**src/rtl/clock_reset_sequencer.sv**
```systemverilog
// clock_reset_sequencer: MMCM reset/lock sequencer with retry, fault and downstream domain reset release.
// Define CLOCK_RESET_SEQ_LOSS_COUNTER_EN to build the saturating lock_loss_count; otherwise it is tied to 0.
module clock_reset_sequencer #(
   parameter int MMCM_RST_CYCLES = 8,
   parameter int LOCK_TIMEOUT    = 1000,
   parameter int STABLE_CYCLES   = 64,
   parameter int MAX_RETRIES     = 3
) (
   input  logic       clk_in,
   input  logic       rst,
   input  logic       mmcm_locked,
   input  logic       relock_req,
   output logic       mmcm_rst,
   output logic       domain_rst,
   output logic       ready,
   output logic       fault,
   output logic [3:0] retry_count,
   output logic [7:0] lock_loss_count
);
   localparam int MAX_A   = MMCM_RST_CYCLES > LOCK_TIMEOUT ? MMCM_RST_CYCLES : LOCK_TIMEOUT;
   localparam int CNT_MAX = MAX_A > STABLE_CYCLES ? MAX_A : STABLE_CYCLES;
   localparam int CW      = $clog2(CNT_MAX + 1);
   localparam logic [CW-1:0] RST_LAST    = CW'(MMCM_RST_CYCLES - 1);
   localparam logic [CW-1:0] TIMEOUT_LAST = CW'(LOCK_TIMEOUT - 1);
   localparam logic [CW-1:0] STABLE_LAST = CW'(STABLE_CYCLES - 1);
   typedef enum logic [2:0] {RESET_MMCM, WAIT_LOCK, STABLE, RUN, FAULT} state_t;
   state_t        state;
   logic [CW-1:0] cnt;
   logic          locked_m, locked_s;
   // Every state's outputs are set on the edge that enters it, so outputs track state exactly.
   always_ff @(posedge clk_in) begin
      if (rst) begin
         locked_m    <= 1'b0;
         locked_s    <= 1'b0;
         state       <= RESET_MMCM;
         cnt         <= '0;
         mmcm_rst    <= 1'b1;
         domain_rst  <= 1'b1;
         ready       <= 1'b0;
         fault       <= 1'b0;
         retry_count <= '0;
      end else begin
         locked_m <= mmcm_locked;
         locked_s <= locked_m;
         case (state)
            RESET_MMCM: begin
               if (cnt == RST_LAST) begin
                  state    <= WAIT_LOCK;
                  cnt      <= '0;
                  mmcm_rst <= 1'b0;
               end else begin
                  cnt <= cnt + CW'(1);
               end
            end
            WAIT_LOCK: begin
               if (relock_req) begin
                  state    <= RESET_MMCM;
                  cnt      <= '0;
                  mmcm_rst <= 1'b1;
               end else if (locked_s) begin
                  state <= STABLE;
                  cnt   <= '0;
               end else if (cnt == TIMEOUT_LAST) begin
                  cnt      <= '0;
                  mmcm_rst <= 1'b1;
                  if (retry_count == 4'(MAX_RETRIES)) begin
                     state <= FAULT;
                     fault <= 1'b1;
                  end else begin
                     state       <= RESET_MMCM;
                     retry_count <= retry_count + 4'd1;
                  end
               end else begin
                  cnt <= cnt + CW'(1);
               end
            end
            STABLE: begin
               if (relock_req) begin
                  state    <= RESET_MMCM;
                  cnt      <= '0;
                  mmcm_rst <= 1'b1;
               end else if (!locked_s) begin
                  state <= WAIT_LOCK;
                  cnt   <= '0;
               end else if (cnt == STABLE_LAST) begin
                  state       <= RUN;
                  cnt         <= '0;
                  domain_rst  <= 1'b0;
                  ready       <= 1'b1;
                  retry_count <= '0;
               end else begin
                  cnt <= cnt + CW'(1);
               end
            end
            RUN: begin
               if (!locked_s || relock_req) begin
                  state      <= RESET_MMCM;
                  cnt        <= '0;
                  mmcm_rst   <= 1'b1;
                  domain_rst <= 1'b1;
                  ready      <= 1'b0;
               end
            end
            FAULT: begin
               mmcm_rst   <= 1'b1;
               domain_rst <= 1'b1;
               ready      <= 1'b0;
            end
            default: begin
               state      <= RESET_MMCM;
               cnt        <= '0;
               mmcm_rst   <= 1'b1;
               domain_rst <= 1'b1;
               ready      <= 1'b0;
            end
         endcase
      end
   end
`ifdef CLOCK_RESET_SEQ_LOSS_COUNTER_EN
   // A lock drop in RUN counts even when relock_req arrives in the same cycle.
   always_ff @(posedge clk_in) begin
      if (rst)
         lock_loss_count <= '0;
      else if (state == RUN && !locked_s && lock_loss_count != 8'hFF)
         lock_loss_count <= lock_loss_count + 8'd1;
   end
`else
   assign lock_loss_count = '0;
`endif
endmodule
```
**config.mk**
```make
export PLATFORM = sky130hd
export DESIGN_NAME = clock_reset_sequencer
export DESIGN_NICKNAME = d
export VERILOG_FILES = /design/src/rtl/clock_reset_sequencer.sv
export SDC_FILE = /design/constraint.sdc
export NUM_CORES = 1
export LEC_CHECK = 0
export BUFFER_PORTS_ARGS = -buffer_cell sky130_fd_sc_hd__buf_2
export CAP_MARGIN = 25
export CORE_ASPECT_RATIO = 1.1
export CORE_UTILIZATION = 55
export CTS_BUF_LIST = sky130_fd_sc_hd__clkbuf_4 sky130_fd_sc_hd__clkbuf_8
export CTS_CLUSTER_SIZE = 28
export DETAILED_ROUTE_END_ITERATION = 8
export GPL_TIMING_DRIVEN = 0
export PLACE_DENSITY = 0.79
export SETUP_SLACK_MARGIN = 0.3
export SLEW_MARGIN = 20
export SYNTH_ARGS = -nofsm -noshare
export SYNTH_HDL_FRONTEND = slang
export SYNTH_SLANG_ARGS = --single-unit
export TNS_END_PERCENT = 5
```
**constraint.sdc**
```tcl
create_clock -name clk_in -period 5.42 [get_ports clk_in]
set_clock_uncertainty 0.2 [all_clocks]
set_input_delay 0.271 -clock clk_in [delete_from_list [all_inputs] [get_ports clk_in]]
set_output_delay 0.271 -clock clk_in [all_outputs]
set_load 0.03 [all_outputs]
```
# ---- Yosys cells after proc, flatten, opt, wreduce, memory -nomap -nowiden
# Cells that the tools add are included.
dict set report word_totals {
  register_bits 23
  memories 0
  ram_bits 0
  output_inout_bits 16
  inputBits 4
  latch_bits 0
  romBits 0
}
dict set report classes {
  n_div 0
  n_eq_ne 22
  bitwise_logic 4
  n_mux 43
  add_sub_neg 2
  mul 0
  shifts 0
  order_cmp 0
  reduce_logical 11
}
# operator n
set ops {}
lappend ops {{10-bit two-way mux} 8}
lappend ops {{10-bit one-hot mux with 5 select lines} 1}
lappend ops {{4-bit two-way mux} 7}
lappend ops {{3-bit two-way mux} 9}
lappend ops {{2-bit inequality test (second input constant)} 10}
lappend ops {{5-bit AND reduction} 4}
lappend ops {{3-bit one-hot mux with 5 select lines} 1}
lappend ops {{1-bit two-way mux} 13}
lappend ops {{10-bit by 1-bit adder with 10-bit output (second input constant)} 1}
lappend ops {{10-bit == test (second input constant)} 1}
lappend ops {{10-bit by 3-bit == test with 1-bit output (second input constant)} 1}
lappend ops {{10-bit by 6-bit == test with 1-bit output (second input constant)} 1}
lappend ops {{4-bit inequality test (second input constant)} 2}
lappend ops {{4-bit one-hot mux with 2 select lines} 1}
lappend ops {{8-bit AND reduction} 1}
lappend ops {{3-bit by 2-bit == test with 1-bit output (second input constant)} 2}
lappend ops {{3-bit inequality test (second input constant)} 2}
lappend ops {{1-bit one-hot mux with 3 select lines} 2}
lappend ops {{4-bit by 1-bit adder with 4-bit output (second input constant)} 1}
lappend ops {{4-bit by 2-bit == test with 1-bit output (second input constant)} 1}
lappend ops {{1-bit NOT} 4}
lappend ops {{1-bit one-hot mux with 4 select lines} 1}
lappend ops {{3-bit by 1-bit == test with 1-bit output (second input constant)} 1}
lappend ops {{3-bit == test (second input constant)} 1}
lappend ops {{other kinds (6)} 6}

# ---- Depth between registers and ports, before layout
# Gate-level depths: netlist of the first run.
dict set report depth {
  ltp_word 6
  depth_mapped 6
  depth_no_buf 6
}

# ---- Worst setup path before layout of the first run
# No wires, ideal clock.
dict set report synth_path {
  path_type {register to register}
  start {reg cnt[0]}
  end {reg state[2]}
  setup_slack_ns 3.290
  period_less_slack_ns 2.130
  required_time_ns 5.150
  setup_ns 0.070
  arrival_ns 1.860
  stages_incl_launch_ff 7
  path_buffers 0
  cell_sequence {dfxtp_1 ha_1 nor4bb_1 nor3b_4 o22ai_4 or3_1 a21oi_1}
}
dict set report synth_between {
  elab_chain_len 3
}
# element line
set synth_lines {}
lappend synth_lines {{from (decl)} 28} ;# logic [CW-1:0] cnt;
lappend synth_lines {{from (signal assigned)} 52} ;# cnt <= cnt + CW'(1);
lappend synth_lines {{from (signal assigned)} 74} ;# cnt <= cnt + CW'(1);
lappend synth_lines {{from (signal assigned)} 92} ;# cnt <= cnt + CW'(1);
lappend synth_lines {{10-bit by 6-bit == test with 1-bit output, or another cell as far along} 85} ;# end else if (cnt == STABLE_LAST) begin
lappend synth_lines {{4-bit inequality test (no line) or 2-bit inequality test (tied branches)} -}
lappend synth_lines {{5-bit AND reduction (no line) (*)} -}
lappend synth_lines {{to (signal assigned)} 83} ;# state <= WAIT_LOCK;
lappend synth_lines {{to (signal assigned)} 86} ;# state <= RUN;
lappend synth_lines {{to (signal assigned)} 97} ;# state <= RESET_MMCM;
lappend synth_lines {{to (decl)} 27} ;# state_t state;
# Mark *: on every way between the ends. The rest lies on a longest branch, timed or not.
# A chain may end at the register's enable or synchronous reset.

# ---- Worst setup path after layout of the first run
# Same ends and word-level chain as after synthesis.

==> flow_summary.ini, run 1 <==
[cts]
cts_buffers = 3
cts_tree = built
holdBufCountCts = 2
clkTransAtPathRegs_ps = 140
cts_max_path_buffers = 2
cts_resized = 0
htree_levels = 1
cts-root-buf = clkbuf_4
clock-sinks = 23
clock_latency_ps = 320
postCtsSetupRepairBufs = 0

[logic_synthesis]
synth_xor_area_share_pct = 1.96
synth_edf_count = 0
ys_seq_elements = 23
synth_top_family_by_area = simple AND/OR/NAND/NOR gates
netlist_area_mm2 = 0.00134
synth_cells = 165
synth_compound_area_share_pct = 23.1
ys_warn_count = 0
synth-async-reset-ratio_pct = 0
avgSynthCellArea_um2 = 8.14
synthSimpleGateAreaFrac_pct = 30.7
ys_types = 47
synth-main-ff-cell = dfxtp_1
synthAdderAreaFrac_pct = 1.86
yosysSeqAreaShare_pct = 34.3
muxShareOfSynthArea_pct = 1.49

[floorplan]
rows = 18
start_util_pct = 59.1
die_width_um = 49.1
fp.dieH_um = 53.8
pin_count = 20
die_area_mm2 = 0.00265
core-area_mm2 = 0.00227

[global_route]
grt_first_pass_wirelength_um = 4850
antenna_found_initial = 0
grt_usage_pct = 24.2
grt_max_degree = 14
overflow = 0
first_global_vias = 1133

[power_and_ir_drop]
p_per_area_mw_per_mm2 = 190
p_leak_nw = 0.566
irDropWorstVdd_mv = 0.144

[placement]
portBuffers = 11
dpl.hpwl_um = 2240
dpl.cell_count = 213
gp_congestion = 0.906

[routing]
wl_per_cell_um = 13.4
vias = 1277
wirelength_um = 2920
drtPass1Iterations = 4
drt_iter0_markers = 36
drc = 0
via_per_inst = 5.83
antenna_left = 0

[cells_and_area]
utilization_pct = 66.4
mostFrequentLayoutCell = dfxtp_1
final_cell_mix = dfxtp_1 (23), nand2_1 (17), nor2_1 (16)
layout-drive-gt1-share_pct = 16.4
area_growth_pct = 12.4
nets = 196
fin_cells = 219
diodes = 0

[sta]
post-route-min-period_ps = 2510
hold_viol_final = 0
fmax_mhz = 399
fin_tns_setup_ps = 0
tightest_slew_ps = 683
rsz0062_at_grt = no
timing.hold.ws_ps = 237
fin_crit_sh_pct = 46.3
maxSlewViolCount = 0
maxSlewHeadroom_pct = 54.0
setup_viol = 0

[setup_path]
timing.rr.start = cnt[0]
critPathKind = flip-flop to flip-flop
required_ps = 5480
r2r-end = state[2]
worst-path-max-fanout = 10
cp.arrival_ps = 2570
r2r_slack_ps = 2910
slowest_stage = nor4bb_1
reg2reg_depth = 6
path_cells = ha_1 -> nor4bb_1 -> nor3b_4 -> o22ai_4 -> or3_1 -> a21oi_1
startpoint_type = flip-flop
setup.worst_path.end_class = flip-flop
cp_slowest_stage_delay_ps = 530

[status]
status = finished clean

[flow_run]
cap_violations = 0

[hold_path]
whs_path_depth = 4
min_from = relock_req
hold_class = input pin to flip-flop
min_to = mmcm_rst
worst max-delay path: cells and delay by family, from the launching register on:
family	cells	cell delay, ps
fa+ha+maj	1	220
flops	1	390
simple gates	3	1300
compound gates	2	330
how the worst max path moves through the flow:
stage               startpoint        to  depth (start not counted)
finish                  cnt[0]  state[2]                          6
global route            cnt[0]  state[2]                          6
CTS                     cnt[0]  state[2]                          6
detailed placement      cnt[0]  state[2]                          6
global placement        cnt[0]  state[2]                          6
floorplan               cnt[0]  state[2]                          6
layout make-up:
cell class,count,area (um2)
clock buffer,3,22.5
fill,214,764
buffer,13,81.3
inverter,1,3.75
tap,30,37.5
clock inverter,1,5.00
sequential,23,460
timing repair buffer,13,75.1
multi-input combinational,135,825
sequential cells by signal, summed over array words and instances (netlist names):
signal,cells
locked_m,1
state,3
cnt,10
fault,1
domain_rst,1
retry_count,4
mmcm_rst,1
ready,1
locked_s,1
cell usage after synthesis (2+ instances only):
library cell | count | area share (%)
nor3_1 | 8 | 3.0
ha_1 | 2 | 1.9
nor4_1 | 3 | 1.4
mux2i_1 | 2 | 1.5
and3_1 | 3 | 1.4
a31oi_1 | 3 | 1.4
o211ai_1 | 2 | 1.1
a211oi_1 | 4 | 2.2
a21oi_1 | 15 | 5.6
o22ai_1 | 3 | 1.4
nand3_1 | 4 | 1.5
nand3b_1 | 2 | 1.1
nor2_1 | 16 | 4.5
o21bai_1 | 2 | 1.1
xnor2_1 | 3 | 2.0
nand2b_1 | 3 | 1.4
a311oi_1 | 2 | 1.3
o21a_1 | 2 | 1.1
nor2b_1 | 3 | 1.4
buf_4 | 8 | 4.5
dfxtp_1 | 23 | 34
nand2_1 | 17 | 4.7
nor3b_1 | 2 | 1.1
o21ai_0 | 6 | 2.2
or3_1 | 2 | 0.93
clkbuf_1 | 3 | 0.84
buf_2 | 2 | 0.74
power by group:
part	internal, W	switching (W)	total, W
logic	0.0000115	0.0000194	0.0000309
registers	0.000173	0.00000300	0.000176
clock network	0.0000276	0.0000534	0.0000810
cells by family (layout without fill, tap and decap cells):
group | after synthesis | in the layout
buffers and inverters | 14 | 31
DFF | 23 | 23
adders and majority gates | 2 | 2
and+or+nand+nor | 74 | 74
other | 1 | 8
AOI/OAI and AO/OA | 46 | 46
muxes | 2 | 2
xor gates and xnor gates | 3 | 3
through the flow:
| stage | area (um2) | total power [W] | worst slack, ps |
|---|---|---|---|
| 2_1_floorplan | 1370 | 0.000203 | 3290 |
| 3_3_place_gp | 1460 | 0.000208 | 2990 |
| 3_5_place_dp | 1460 | 0.000209 | 2960 |
| 4_1_cts | 1510 | 0.000288 | 2920 |
| 5_1_grt | 1510 | 0.000301 | 2680 |
| 6_report | 1510 | 0.000288 | 2910 |
routing by layer:
layer  GRT usage, %  routed length [um]
met1           29.3                1320
met2           42.2                1460
met3           3.67                  71
met4           12.7                  72
met5              0                   0
No activity file was read; power rests on OpenSTA's default activity.
==> run 2, diff against run 1 <==
- clock period: 5.42 -> 2.6 ns (I/O delays scaled with it)
==> flow_summary.ini, run 2 (synthesis gave the netlist of run 1 again) <==
[status]
status = finished clean

[sta]
timing.hold.ws_ps = 95.4
maxSlewViolCount = 0
post-route-min-period_ps = 2190
rsz0062_at_grt = no
fin_tns_setup_ps = 0
hold_viol_final = 0
fin_crit_sh_pct = 84.4
setup_viol = 0
maxSlewHeadroom_pct = 54.3
tightest_slew_ps = 679
fmax_mhz = 456

[floorplan]
start_util_pct = 59.1
rows = 18
pin_count = 20
core-area_mm2 = 0.00227
die_width_um = 49.1
die_area_mm2 = 0.00265
fp.dieH_um = 53.8

[setup_path]
startpoint = cnt[9]
setup.worst_path.end_class = flip-flop
cp.arrival_ps = 2250
slowest_stage = or4_4
cp_slowest_stage_delay_ps = 590
worst-path-max-fanout = 6
path_cells = or4_4 -> nor3b_4 -> o22ai_4 -> or3_1 -> a21oi_1
required_ps = 2660
crit_family = simple AND/OR/NAND/NOR gates
timing.rr.start = cnt[9]
critPathKind = flip-flop to flip-flop
crit_buf_inv = 0
reg2reg_depth = 5
startpoint_type = flip-flop
worstSetupPathDepth = 5

[global_route]
antenna_found_initial = 0
grt_usage_pct = 24.3
overflow = 0
first_global_vias = 1132
grt_max_degree = 14
grt_first_pass_wirelength_um = 4870

[cells_and_area]
top_regs = cnt (10), retry_count (4), state (3)
largest_reg_flops = 10
layout-drive-gt1-share_pct = 19.2
area_growth_pct = 16.3
diodes = 0
final_cell_mix = dfxtp_1 (23), nand2_1 (17), nor2_1 (15), a21oi_1 (15), buf_2 (13)
nets = 200
top_register = cnt
mostFrequentLayoutCell = dfxtp_1
nFillCells = 209

[placement]
gp_congestion = 0.906
portBuffers = 11
dpl.hpwl_um = 2240

[routing]
drtPass1Iterations = 4
drt_iter0_markers = 35
drc = 0
wirelength_um = 3060
antenna_left = 0
vias = 1299
via_per_inst = 5.83
wl_per_cell_um = 13.7

[power_and_ir_drop]
internal_power_w = 0.000443
p_leak_nw = 0.583
clkPwrFrac_pct = 28.3
share_seq_of_total_power_pct = 60.7
irDropWorstVdd_mv = 0.287
switchingPower_w = 0.000161
p_per_area_mw_per_mm2 = 387
p_sw_share_pct = 26.6
p_comb_share_pct = 11.0

[cts]
clock-sinks = 23
htree_levels = 1
clock_latency_ps = 320
cts_tree = built
cts_max_path_buffers = 2
cts-root-buf = clkbuf_4
cts_buffers = 3
clkTransAtPathRegs_ps = 130

[hold_path]
whs_path_depth = 4
min_from = relock_req
hold_class = input pin to flip-flop

[flow_run]
cap_violations = 0
[run 2: area by class of cell]
class / count / area (um2) / area share, %
Timing Repair Buffer: 17 / 105 / 6.73
Inverter: 1 / 3.75 / 0.240
Clock buffer: 3 / 22.5 / 1.44
Sequential cell: 23 / 460 / 29.5
Tap cell: 30 / 37.5 / 2.40
Multi-Input combinational cell: 135 / 847 / 54.2
Clock inverter: 1 / 5.00 / 0.320
Buffer: 13 / 81.3 / 5.20
[run 2: power groups by stage]
stage	Sequential (W)	Clock, W	Combinational, W
2_1_floorplan	0.000376	0	0.0000467
3_3_place_gp	0.000374	0	0.0000597
3_5_place_dp	0.000374	0	0.0000611
4_1_cts	0.000366	0.000170	0.0000638
5_1_grt	0.000368	0.000189	0.0000728
6_report	0.000367	0.000171	0.0000667
[run 2: per-stage QoR]
stage | worst slack, ps | utilization [%] | instance area, um2 | power [W] | std cells
6_report | 406 | 68.7 | 1560 | 0.000604 | 223
5_1_grt | 280 | 68.7 | 1560 | 0.000630 | 223
4_1_cts | 232 | 66.8 | 1520 | 0.000600 | 219
3_5_place_dp | 144 | 64.3 | 1460 | 0.000435 | 213
3_3_place_gp | 172 | 64.3 | 1460 | 0.000434 | 213
2_1_floorplan | 470 | - | 1370 | 0.000422 | 172
[run 2: metal layers]
| metal | GRT usage [%] | wire length [um] | vias up |
|---|---|---|---|
| li1 | - | - | 654 |
| met1 | 29.4 | 1350 | 610 |
| met2 | 42.2 | 1560 | 29 |
| met3 | 3.67 | 90 | 6 |
| met4 | 12.7 | 61 | 0 |
| met5 | 0 | 0 | - |
[run 2: worst register-to-register path, cell delays in order (launching register included)]
cell,delay (ps)
dfxtp_1,380
or4_4,590
nor3b_4,310
o22ai_4,140
or3_1,370
a21oi_1,150
[run 2: repair_timing]
item                                   in CTS  in global routing
hold buffers                                2                  0
setup buffers                               0                  4
setup endpoints to repair                   7                 17
endpoints found under the hold margin       4                  0
pin swaps                                   0                  3
gates resized for setup                     2                  2
cloned                                      0                  0
[run 2: worst paths after layout]
kind                            endpoint  slack (ps)
worst max-delay path            state[2]         410
worst min register to register  locked_s         260
worst min-delay path            mmcm_rst         100
worst max register to register  state[2]         410
